**config.mk**
```make
export PLATFORM = sky130hd
export DESIGN_NAME = multicycle_control_unit
export DESIGN_NICKNAME = d
export VERILOG_FILES = /design/src/rtl/multicycle_control_unit.sv
export SDC_FILE = /design/constraint.sdc
export NUM_CORES = 1
export LEC_CHECK = 0
export BUFFER_PORTS_ARGS = -buffer_cell sky130_fd_sc_hd__buf_4
export CORE_ASPECT_RATIO = 0.8
export CORE_MARGIN = 2
export CORE_UTILIZATION = 30
export CTS_CLUSTER_DIAMETER = 30
export DETAILED_ROUTE_END_ITERATION = 10
export MAX_ROUTING_LAYER = met4
export SYNTH_ARGS = -nofsm -noshare
export SYNTH_HDL_FRONTEND = slang
export SYNTH_SLANG_ARGS = --single-unit
```
**constraint.sdc**
```tcl
create_clock -name clk -period 2.5 [get_ports clk]
set_clock_uncertainty 0.2 [all_clocks]
set_input_delay 0.125 -clock clk [delete_from_list [all_inputs] [get_ports clk]]
set_output_delay 0.125 -clock clk [all_outputs]
set_load 0.02 [all_outputs]
```
**src/rtl/multicycle_control_unit.sv**
```systemverilog
// Multi-cycle RV32I control FSM: sequences FETCH/DECODE/EXECUTE/MEMORY/WRITEBACK,
// bounds memory-ready waits with a timeout trap and counts retired instructions.
module multicycle_control_unit #(
  parameter int MEM_TIMEOUT = 255,
  parameter int CNT_W       = 32
) (
  input  logic             clk,
  input  logic             rst,
  input  logic [6:0]       op,
  input  logic [2:0]       funct3,
  input  logic [6:0]       funct7,
  input  logic             Zero,
  input  logic             Lt,
  input  logic             Ltu,
  input  logic             mem_ready,
  output logic             MemReq,
  output logic             IRWrite,
  output logic             PCWrite,
  output logic [1:0]       PCSrc,
  output logic             MemWrite,
  output logic [2:0]       MemSrc,
  output logic [3:0]       ALUControl,
  output logic             ALUSrc,
  output logic [2:0]       ImmSrc,
  output logic             RegWrite,
  output logic [1:0]       RegWSrc,
  output logic [2:0]       state,
  output logic             trap,
  output logic [1:0]       trap_cause,
  output logic [CNT_W-1:0] instret
);

  // state | meaning: FETCH instr read, DECODE classify, EXECUTE ALU/branch,
  // MEMORY data access, WRITEBACK reg+PC update, TRAP halted until rst
  typedef enum logic [2:0] {
    S_FETCH     = 3'd0,
    S_DECODE    = 3'd1,
    S_EXECUTE   = 3'd2,
    S_MEMORY    = 3'd3,
    S_WRITEBACK = 3'd4,
    S_TRAP      = 3'd7
  } state_t;

  localparam int WAIT_W = (MEM_TIMEOUT < 2) ? 1 : $clog2(MEM_TIMEOUT);
  localparam logic [WAIT_W-1:0] WAIT_LAST = WAIT_W'(MEM_TIMEOUT - 1);

  localparam logic [6:0] OP_R     = 7'b0110011;
  localparam logic [6:0] OP_I     = 7'b0010011;
  localparam logic [6:0] OP_LOAD  = 7'b0000011;
  localparam logic [6:0] OP_STORE = 7'b0100011;
  localparam logic [6:0] OP_BR    = 7'b1100011;
  localparam logic [6:0] OP_JAL   = 7'b1101111;
  localparam logic [6:0] OP_JALR  = 7'b1100111;
  localparam logic [6:0] OP_LUI   = 7'b0110111;

  localparam logic [3:0] ALU_ADD  = 4'd0;
  localparam logic [3:0] ALU_SUB  = 4'd1;
  localparam logic [3:0] ALU_PASS = 4'd2;
  localparam logic [3:0] ALU_AND  = 4'd3;
  localparam logic [3:0] ALU_OR   = 4'd4;
  localparam logic [3:0] ALU_XOR  = 4'd5;
  localparam logic [3:0] ALU_SLT  = 4'd6;
  localparam logic [3:0] ALU_SLTU = 4'd7;
  localparam logic [3:0] ALU_SLL  = 4'd8;
  localparam logic [3:0] ALU_SRL  = 4'd9;
  localparam logic [3:0] ALU_SRA  = 4'd10;

  state_t             r_state;
  logic [WAIT_W-1:0]  r_wait;
  logic               r_trap;
  logic [1:0]         r_cause;
  logic [CNT_W-1:0]   r_instret;

  logic w_is_r, w_is_i, w_is_load, w_is_store, w_is_br;
  logic w_is_jal, w_is_jalr, w_is_lui, w_legal, w_taken;
  logic [3:0] w_alu_ctrl;

  assign w_is_r     = (op == OP_R);
  assign w_is_i     = (op == OP_I);
  assign w_is_load  = (op == OP_LOAD);
  assign w_is_store = (op == OP_STORE);
  assign w_is_br    = (op == OP_BR);
  assign w_is_jal   = (op == OP_JAL);
  assign w_is_jalr  = (op == OP_JALR);
  assign w_is_lui   = (op == OP_LUI);
  assign w_legal    = w_is_r | w_is_i | w_is_load | w_is_store |
                      w_is_br | w_is_jal | w_is_jalr | w_is_lui;

  always_comb begin
    case (funct3)
      3'b000:  w_taken = Zero;
      3'b001:  w_taken = !Zero;
      3'b100:  w_taken = Lt;
      3'b101:  w_taken = !Lt;
      3'b110:  w_taken = Ltu;
      3'b111:  w_taken = !Ltu;
      default: w_taken = 1'b0;
    endcase
  end

  // Only R-type funct7=0100000 selects sub; immediates never do.
  always_comb begin
    w_alu_ctrl = ALU_ADD;
    if (w_is_br) begin
      w_alu_ctrl = ALU_SUB;
    end else if (w_is_lui) begin
      w_alu_ctrl = ALU_PASS;
    end else if (w_is_r || w_is_i) begin
      case (funct3)
        3'b000:  w_alu_ctrl = (w_is_r && funct7 == 7'b0100000) ? ALU_SUB : ALU_ADD;
        3'b001:  w_alu_ctrl = ALU_SLL;
        3'b010:  w_alu_ctrl = ALU_SLT;
        3'b011:  w_alu_ctrl = ALU_SLTU;
        3'b100:  w_alu_ctrl = ALU_XOR;
        3'b101:  w_alu_ctrl = funct7[5] ? ALU_SRA : ALU_SRL;
        3'b110:  w_alu_ctrl = ALU_OR;
        default: w_alu_ctrl = ALU_AND;
      endcase
    end
  end

  always_comb begin
    MemReq     = 1'b0;
    IRWrite    = 1'b0;
    PCWrite    = 1'b0;
    PCSrc      = 2'd0;
    MemWrite   = 1'b0;
    RegWrite   = 1'b0;
    RegWSrc    = 2'd0;
    MemSrc     = funct3;
    ALUControl = w_alu_ctrl;
    ALUSrc     = !(w_is_r || w_is_br);
    if (w_is_br)         ImmSrc = 3'd1;
    else if (w_is_store) ImmSrc = 3'd2;
    else if (w_is_jal)   ImmSrc = 3'd3;
    else if (w_is_lui)   ImmSrc = 3'd4;
    else                 ImmSrc = 3'd0;
    // Strobes are suppressed while rst is held so a reset aborts cleanly.
    if (!rst) begin
      case (r_state)
        S_FETCH: begin
          MemReq  = 1'b1;
          IRWrite = mem_ready;
        end
        S_EXECUTE: begin
          if (w_is_br) begin
            PCWrite = 1'b1;
            PCSrc   = w_taken ? 2'd1 : 2'd0;
          end
        end
        S_MEMORY: begin
          MemReq   = 1'b1;
          MemWrite = w_is_store;
          PCWrite  = w_is_store && mem_ready;
        end
        S_WRITEBACK: begin
          RegWrite = 1'b1;
          PCWrite  = 1'b1;
          if (w_is_load)                  RegWSrc = 2'd1;
          else if (w_is_jal || w_is_jalr) RegWSrc = 2'd2;
          if (w_is_jal)       PCSrc = 2'd1;
          else if (w_is_jalr) PCSrc = 2'd2;
        end
        default: ;
      endcase
    end
  end

  always_ff @(posedge clk) begin
    if (rst) begin
      r_state   <= S_FETCH;
      r_wait    <= '0;
      r_trap    <= 1'b0;
      r_cause   <= 2'd0;
      r_instret <= '0;
    end else begin
      if (PCWrite) r_instret <= r_instret + CNT_W'(1);
      case (r_state)
        S_FETCH, S_MEMORY: begin
          if (mem_ready) begin
            r_wait <= '0;
            if (r_state == S_FETCH)  r_state <= S_DECODE;
            else if (w_is_store)     r_state <= S_FETCH;
            else                     r_state <= S_WRITEBACK;
          end else if (r_wait == WAIT_LAST) begin
            r_wait  <= '0;
            r_state <= S_TRAP;
            r_trap  <= 1'b1;
            r_cause <= 2'd2;
          end else begin
            r_wait <= r_wait + WAIT_W'(1);
          end
        end
        S_DECODE: begin
          if (w_legal) begin
            r_state <= S_EXECUTE;
          end else begin
            r_state <= S_TRAP;
            r_trap  <= 1'b1;
            r_cause <= 2'd1;
          end
        end
        S_EXECUTE: begin
          r_wait <= '0;
          if (w_is_br)                      r_state <= S_FETCH;
          else if (w_is_load || w_is_store) r_state <= S_MEMORY;
          else                              r_state <= S_WRITEBACK;
        end
        S_WRITEBACK: begin
          r_wait  <= '0;
          r_state <= S_FETCH;
        end
        S_TRAP:  r_state <= S_TRAP;
        default: r_state <= S_FETCH;
      endcase
    end
  end

  assign state      = r_state;
  assign trap       = r_trap;
  assign trap_cause = r_cause;
  assign instret    = r_instret;

endmodule

```
# Word-level counts from Yosys, hierarchy flattened
# Index checks and enable logic that the tools add are counted.
# totals
reg_bits,46
word_cells,108
output_inout_bits,58
in_bits,23
# classes
n_reduce_logical,17
n_bitwise,7
n_eq_ne,26
n_addsub,2
n_mux,51
# op_table
op,count
3-bit two-way mux,11
"32-bit by 1-bit adder with 32-bit output, second input constant",1
"7-bit by 6-bit == test with 1-bit output, second input constant",4
4-bit one-hot mux with 7 select lines,1
2-bit two-way mux,11
"7-bit == test, second input constant",3
"3-bit == test, second input constant",6
1-bit two-way mux,16
8-bit two-way mux,2
8-bit one-hot mux with 2 select lines,1
"3-bit by 2-bit == test with 1-bit output, second input constant",4
4-bit two-way mux,3
3-bit one-hot mux with 4 select lines,1
"8-bit by 1-bit adder with 8-bit output, second input constant",1
"8-bit == test, second input constant",1
2-bit one-hot mux with 2 select lines,2
"7-bit by 2-bit == test with 1-bit output, second input constant",1
"7-bit by 5-bit == test with 1-bit output, second input constant",1
1-bit bitwise OR,7
"3-bit by 1-bit == test with 1-bit output, second input constant",2
3-bit zero test,2
1-bit one-hot mux with 6 select lines,1
1-bit zero test,4
1-bit logical OR,4
9 further kinds,13

# Longest topological paths before layout
# Gate-level depths: netlist of run 1.
# logic_depth
word_depth,10
depth_mapped,10
depth_no_buf,7

# Least setup slack after synthesis of run 1
# OpenSTA, ideal clock, no wires.
# synth_path
kind,register to register
from,"register r_state[2], in the netlist state[2]"
to,"register r_instret[26], in the netlist instret[26]"
t_arrival_ns,2.479
slack_ns,-0.299
synth_period_minus_slack_ns,2.799
stages_incl_launch_ff,9
path_cell_list,dfxtp_1 -> or3b_1 -> or4_1 -> buf_6 -> and3_4 -> buf_6 -> buf_6 -> nor4_1 -> mux2_2
# synth_via
elab_chain_len,3
elab_cells_between_ends,5
cone_classes,3 x eq/ne; 2 x mux
# synth_rtl
item,line_no,rtl
from (decl),68,state_t r_state;
from (signal assigned),171,r_state <= S_FETCH;
from (signal assigned),182,if (r_state == S_FETCH) r_state <= S_DECODE;
from (signal assigned),183,else if (w_is_store) r_state <= S_FETCH;
3-bit == test or 3-bit by 2-bit == test with 1-bit output (tied branches),140,case (r_state)
1-bit one-hot mux with 3 select lines (*),140,
1-bit two-way mux (*),139,if (!rst) begin
to (signal assigned),177,if (PCWrite) r_instret <= r_instret + CNT_W'(1);
to (decl),72,logic [CNT_W-1:0] r_instret;
# Every way passes the cells marked *; elsewhere a longest branch is shown, timed or not.
# A chain may end at the register's enable or synchronous reset.

# Worst setup path in the final report of run 1
# layout_path
from,"register r_state[2], in the netlist state[2]"
to,output port PCWrite
# layout_via
elab_chain_len,3
elab_cells_between_ends,5
cone_classes,3 x eq/ne; 2 x mux
# layout_rtl
item,line_no,rtl
3-bit == test or 3-bit by 2-bit == test with 1-bit output (tied branches),140,
1-bit one-hot mux with 3 select lines (*),140,
1-bit two-way mux (*),139,
to (decl),18,"output logic PCWrite,"
# Marked as above.

==> results.yml, run 1 <==
final_layout:
  antennaDiodeCount: 0
  fin_util_pct: 42.0
  drive_above_1_share_pct: 28.7
  stdcell_count: 561
  area_delta_synth_final_pct: 36.6
  fin_nets: 471
logic_synthesis:
  synthAdderAreaFrac_pct: 1.36
  synthCells: 355
  synth_top_area_share_pct: 33.3
  muxShareOfSynthArea_pct: 1.54
  avgSynthCellArea_sq_um: 7.79
  synth_top_family_by_area: "simple AND/OR/NAND/NOR gates"
  synth_cell_types: 49
  synth_top_area_cell: "dfxtp_1"
  yosysMostFrequentCell: "dfxtp_1"
  synth_common_cells: "dfxtp_1, a21oi_1, nor2_1"
  yosys.area_share.simple_pct: 32.1
  syn_nets: 381
  synth_ff_type: "dfxtp_1"
  yosysWarningCount: 0
  yosys-top-cells-area: "dfxtp_1, a21oi_1, nor2_1, nand4_1, xnor2_1"
  seq_area_frac_synth_pct: 33.3
  synth_seq_cells: 46
  synth.cell_area_sq_um: 2760
  synth_edf_count: 0
  post_synth_xor_area_fraction_pct: 4.12
  synth_compound_area_share_pct: 20.6
  async_flop_share_pct: 0
sta:
  tightest_slew_ns: 0.555
  period_minus_slack_ns: 2.44
  slew_violations: 0
  min_period_over_period_pct: 97.5
  setup_tns_ns: 0
  hold_ws_ns: 0.179
  finalSetupViolations: 0
  fmax_mhz: 410
  hold_viol: 0
  rsz0062_at_grt: "false"
  slew_headroom_pct: 63.0
status:
  status: "completed"
floorplan:
  die_w_um: 111
  num_rows: 31
  io_pins: 81
  dieArea_sq_um: 10000
  fp.dieH_um: 89.9
  coreArea_sq_um: 9000
  start_util_pct: 30.7
worst_setup_path:
  path_class: "reg -> out"
  crit_fanout: 8
  start_kind: "flip-flop"
  reg2reg_depth: 6
  worstPathRequired_ns: 2.17
  crit_arrival_ns: 2.11
  end_kind: "output pin"
  r2r_setup_slack_ns: 0.09
run:
  maxCapViolations: 0
pwr:
  p_leak_nw: 1.44
  irDropWorstVdd_uv: 267
  power.density_nw_per_um2: 626
placed_design:
  port_buffers: 80
  place_inst: 550
  gp_congestion: 0.812
  hpwl_um: 6020
clock_tree:
  insertion_delay_ns: 0.29
  cts_max_path_buffers: 2
  cts.clk_slew.worst_paths_ns: 0.06
  cts_tree: "built"
  htreeDepth: 2
  numCtsBuffers: 5
  root_buffer: "clkbuf_16"
  clock_sinks: 46
drt:
  first_pass_iters: 4
  via_per_inst: 5.44
  drtIter0Drc: 204
  detail-route-antenna-nets: 0
  wirelength_um: 8380
  wl_per_cell_um: 14.9
  routed-via-count: 3050
  drc: 0
global_routing:
  grt_max_degree: 54
  grt.total_usage_pct: 16.7
  grt_pass1_wl_um: 13700
  grt_pass1_vias: 2824
  grt-ovfl-total: 0
  antenna_found_initial: 0
min_path:
  worst_hold_path.num_cells: 5
  hp-class: "in -> reg"
## registers in the layout, summed over array words and instances, names as in the netlist
register and count:
state 3, r_wait 8, instret 32, trap_cause 2
trap 1
## logic make-up (layout without fill, tap and decap cells)
group | count (synthesis) | after routing
simple gates | 159 | 160
buf+inv | 40 | 130
compound gates | 90 | 90
mux | 4 | 4
flops | 46 | 46
xor+xnor | 13 | 13
fa+ha+maj | 3 | 3
## per-layer routing
| metal | track usage, % | vias to the layer above | routed length, um | part of all wire [%] |
|---|---|---|---|---|
| met5 | - | - | 0 | 0 |
| met4 | 2.98 | 0 | 36 | 0.43 |
| met3 | 3.03 | 7 | 295 | 3.5 |
| met2 | 25.1 | 58 | 3790 | 45 |
| met1 | 23.7 | 1472 | 4260 | 51 |
| li1 | - | 1513 | - | - |
## area by class of cell
type / instances / area (sq um)
multi-input cells: 270 / 1680
well taps: 115 / 144
clock inverters: 1 / 30.0
inverters: 15 / 56.3
clock buffers: 7 / 133
repair buffers: 107 / 806
fillers: 915 / 5220
flip-flops and latches: 46 / 925
## through the flow
| stage | power [W] | instance area (sq um) | worst slack (ns) |
|---|---|---|---|
| 3_3_place_gp | 0.00160 | 3580 | -0.0477 |
| 2_1_floorplan | 0.00134 | 2780 | 0.00417 |
| 3_5_place_dp | 0.00161 | 3580 | -0.110 |
| 6_report | 0.00236 | 3780 | 0.0637 |
| 4_1_cts | 0.00237 | 3760 | 0.000610 |
| 5_1_grt | 0.00250 | 3780 | 0.00186 |
## worst paths after layout
check                     start            end
setup / recovery       state[2]        PCWrite
hold / removal        mem_ready       state[1]
setup reg to reg       state[2]    instret[24]
hold reg to reg   trap_cause[0]  trap_cause[0]
## layout by cell type (no fill, tap or decap), types with 6 or more instances in the layout
master,count
nand2_1,26
or4_1,11
nor2b_1,6
and4_1,7
nand3_1,19
nor2_1,29
o21ai_0,15
buf_4,106
o31ai_1,9
xnor2_1,12
nor3_1,8
a31oi_1,6
a311oi_1,8
or3_1,8
a211oi_1,6
dfxtp_1,45
nand2b_1,6
nand4_1,17
inv_1,14
a21oi_1,33
## repair_timing
item | 4_1_cts | 5_1_grt
endpoints found under the setup margin | 1 | 4
resized for setup | 1 | 2
hold buffers | 1 | 0
pin swaps | 1 | 0
cloned | 1 | 0
setup buffers | 0 | 1
endpoints found under the hold margin | 2 | 0
## where the power goes
group / total, W / internal, W / switching (W)
Combinational: 0.000773 / 0.000303 / 0.000470
Clock: 0.000752 / 0.000473 / 0.000279
Sequential: 0.000839 / 0.000791 / 0.0000480
## worst max-delay path: stages (launching register included)
cell	delay, ns
dfxtp_4	0.34
or3b_4	0.41
or4_4	0.45
and3_4	0.23
buf_4	0.17
inv_2	0.09
buf_4	0.14
No activity file was read; power rests on OpenSTA's default activity.
==> run 2, diff against run 1 <==
Settings changed: CORE_UTILIZATION 30 to 47, PLACE_DENSITY from default to 0.76.
==> run 2 against run 1 <==
  * Die area fell by 35%
  * Design area fell by 2.8%
  * Worst setup slack improved by 0.0022 ns
  * Critical path type unchanged
==> results.yml, run 2 (synthesized netlist as in run 1, its figures left out) <==
placed_design:
  hpwl_um: 5500
  placed_area_sq_um: 3510
  gp_congestion: 0.856
  port_buffers: 80
  dp_slack_ns: -0.0307
status:
  status: "completed"
worst_setup_path:
  start_kind: "flip-flop"
  path_class: "reg -> out"
  reg2reg_to: "instret[24]"
  crit_fanout: 8
  r2r-start: "state[2]"
  end_kind: "output pin"
  crit_arrival_ns: 2.11
  reg2reg_depth: 6
  crit_start: "state[2]"
  worstPathRequired_ns: 2.17
  r2r_setup_slack_ns: 0.07
  cp-endpoint: "PCWrite"
clock_tree:
  cts_tree: "built"
  root_buffer: "clkbuf_8"
  htreeDepth: 2
  insertion_delay_ns: 0.30
  cts_max_path_buffers: 2
  clock_sinks: 46
  cts.clk_slew.worst_paths_ns: 0.08
  numCtsBuffers: 5
final_layout:
  largest_reg_flops: 32
  post-route-cell-area_sq_um: 3670
  drive_above_1_share_pct: 28.8
  fin_util_pct: 66.0
  mostFrequentLayoutCell: "buf_4"
  antennaDiodeCount: 0
  fin_nets: 469
  area_delta_synth_final_pct: 32.7
  layout_common_cells: "buf_4, dfxtp_1, a21oi_1"
sta:
  tightest_slew_ns: 0.551
  setup_tns_ns: 0
  worst_slack_ns: 0.0659
  period_minus_slack_ns: 2.43
  slew_headroom_pct: 63.1
  min_period_over_period_pct: 97.4
  hold_viol: 0
  rsz0062_at_grt: "false"
  fmax_mhz: 411
  finalSetupViolations: 0
  slew_violations: 0
pwr:
  irDropWorstVdd_uv: 407
  p_leak_nw: 1.41
  power.density_nw_per_um2: 574
floorplan:
  start_util_pct: 49.8
  io_pins: 81
  dieArea_sq_um: 6510
  die_w_um: 89.7
  coreArea_sq_um: 5560
  num_rows: 24
  fp.dieH_um: 72.6
global_routing:
  grt_use_met1_pct: 35.1
  met2_usage_pct: 36.7
  grt.busiest_layer: "met2"
  grt_pass1_vias: 2733
  grt_pass1_wl_um: 13000
  antenna_found_initial: 0
  grt.total_usage_pct: 24.7
  grt-ovfl-total: 0
  met3_usage_pct: 4.24
  grt_max_degree: 54
drt:
  drc: 0
  via_per_inst: 5.93
  wirelength_um: 7990
  routed-via-count: 3096
  first_pass_iters: 5
  detail-route-antenna-nets: 0
  drtIter0Drc: 231
  wl_per_cell_um: 15.3
min_path:
  hp-class: "in -> reg"
run:
  maxCapViolations: 0
## run 2: worst min path at each step
stage,cells after the start,end,start
4_1_cts,5,state[1],mem_ready
6_report,5,state[1],mem_ready
3_5_place_dp,1,r_wait[7],r_wait[7]
5_1_grt,5,state[1],mem_ready
2_1_floorplan,3,state[2],mem_ready
3_3_place_gp,2,trap_cause[0],trap_cause[0]
## run 2: layer usage
metal / share of wire, % / vias up
met3: 7.6 / 11
met2: 44 / 127
met4: 0.88 / 0
li1: - / 1512
met5: 0 / -
met1: 48 / 1446
## run 2: power breakdown
part / internal (W) / leakage, nW / switching [W]
Clock: 0.000224 / 0.0482 / 0.000249
Sequential: 0.000790 / 0.372 / 0.0000481
Combinational: 0.000320 / 0.988 / 0.000474
Total: 0.00133 / 1.41 / 0.000772
## run 2: cell type report
| type | count | area [sq um] |
|---|---|---|
| timing repair buffer | 105 | 807 |
| fill | 479 | 1890 |
| clock inverter | 1 | 5.00 |
| inverter | 15 | 58.8 |
| clock buffer | 7 | 86.3 |
| tap | 78 | 97.6 |
| multi-input combinational | 270 | 1690 |
| sequential | 46 | 925 |
## run 2: worst max-delay path: stages, from the launching register on
cell and delay, ns:
dfxtp_4 0.35, or3b_4 0.41, or4_4 0.46, and3_4 0.24, buf_4 0.17, inv_4 0.07, buf_6 0.11
## run 2: through the flow
| stage | cells | power, W | hold WS, ns |
|---|---|---|---|
| 4_1_cts | 522 | 0.00208 | 0.165 |
| 2_1_floorplan | 355 | 0.00134 | 0.122 |
| 6_report | 522 | 0.00211 | 0.173 |
| 3_3_place_gp | 510 | 0.00159 | 0.248 |
| 3_5_place_dp | 510 | 0.00159 | 0.256 |
| 5_1_grt | 522 | 0.00222 | 0.214 |
## run 2: repair_timing
item / 4_1_cts / 5_1_grt
hold buffers: 1 / 0
gates resized for setup: 1 / 5
buffers inserted: 2 / 0
hold endpoints to repair: 2 / 0
endpoints found under the setup margin: 1 / 7
pin swaps: 1 / 0
gates cloned: 1 / 0
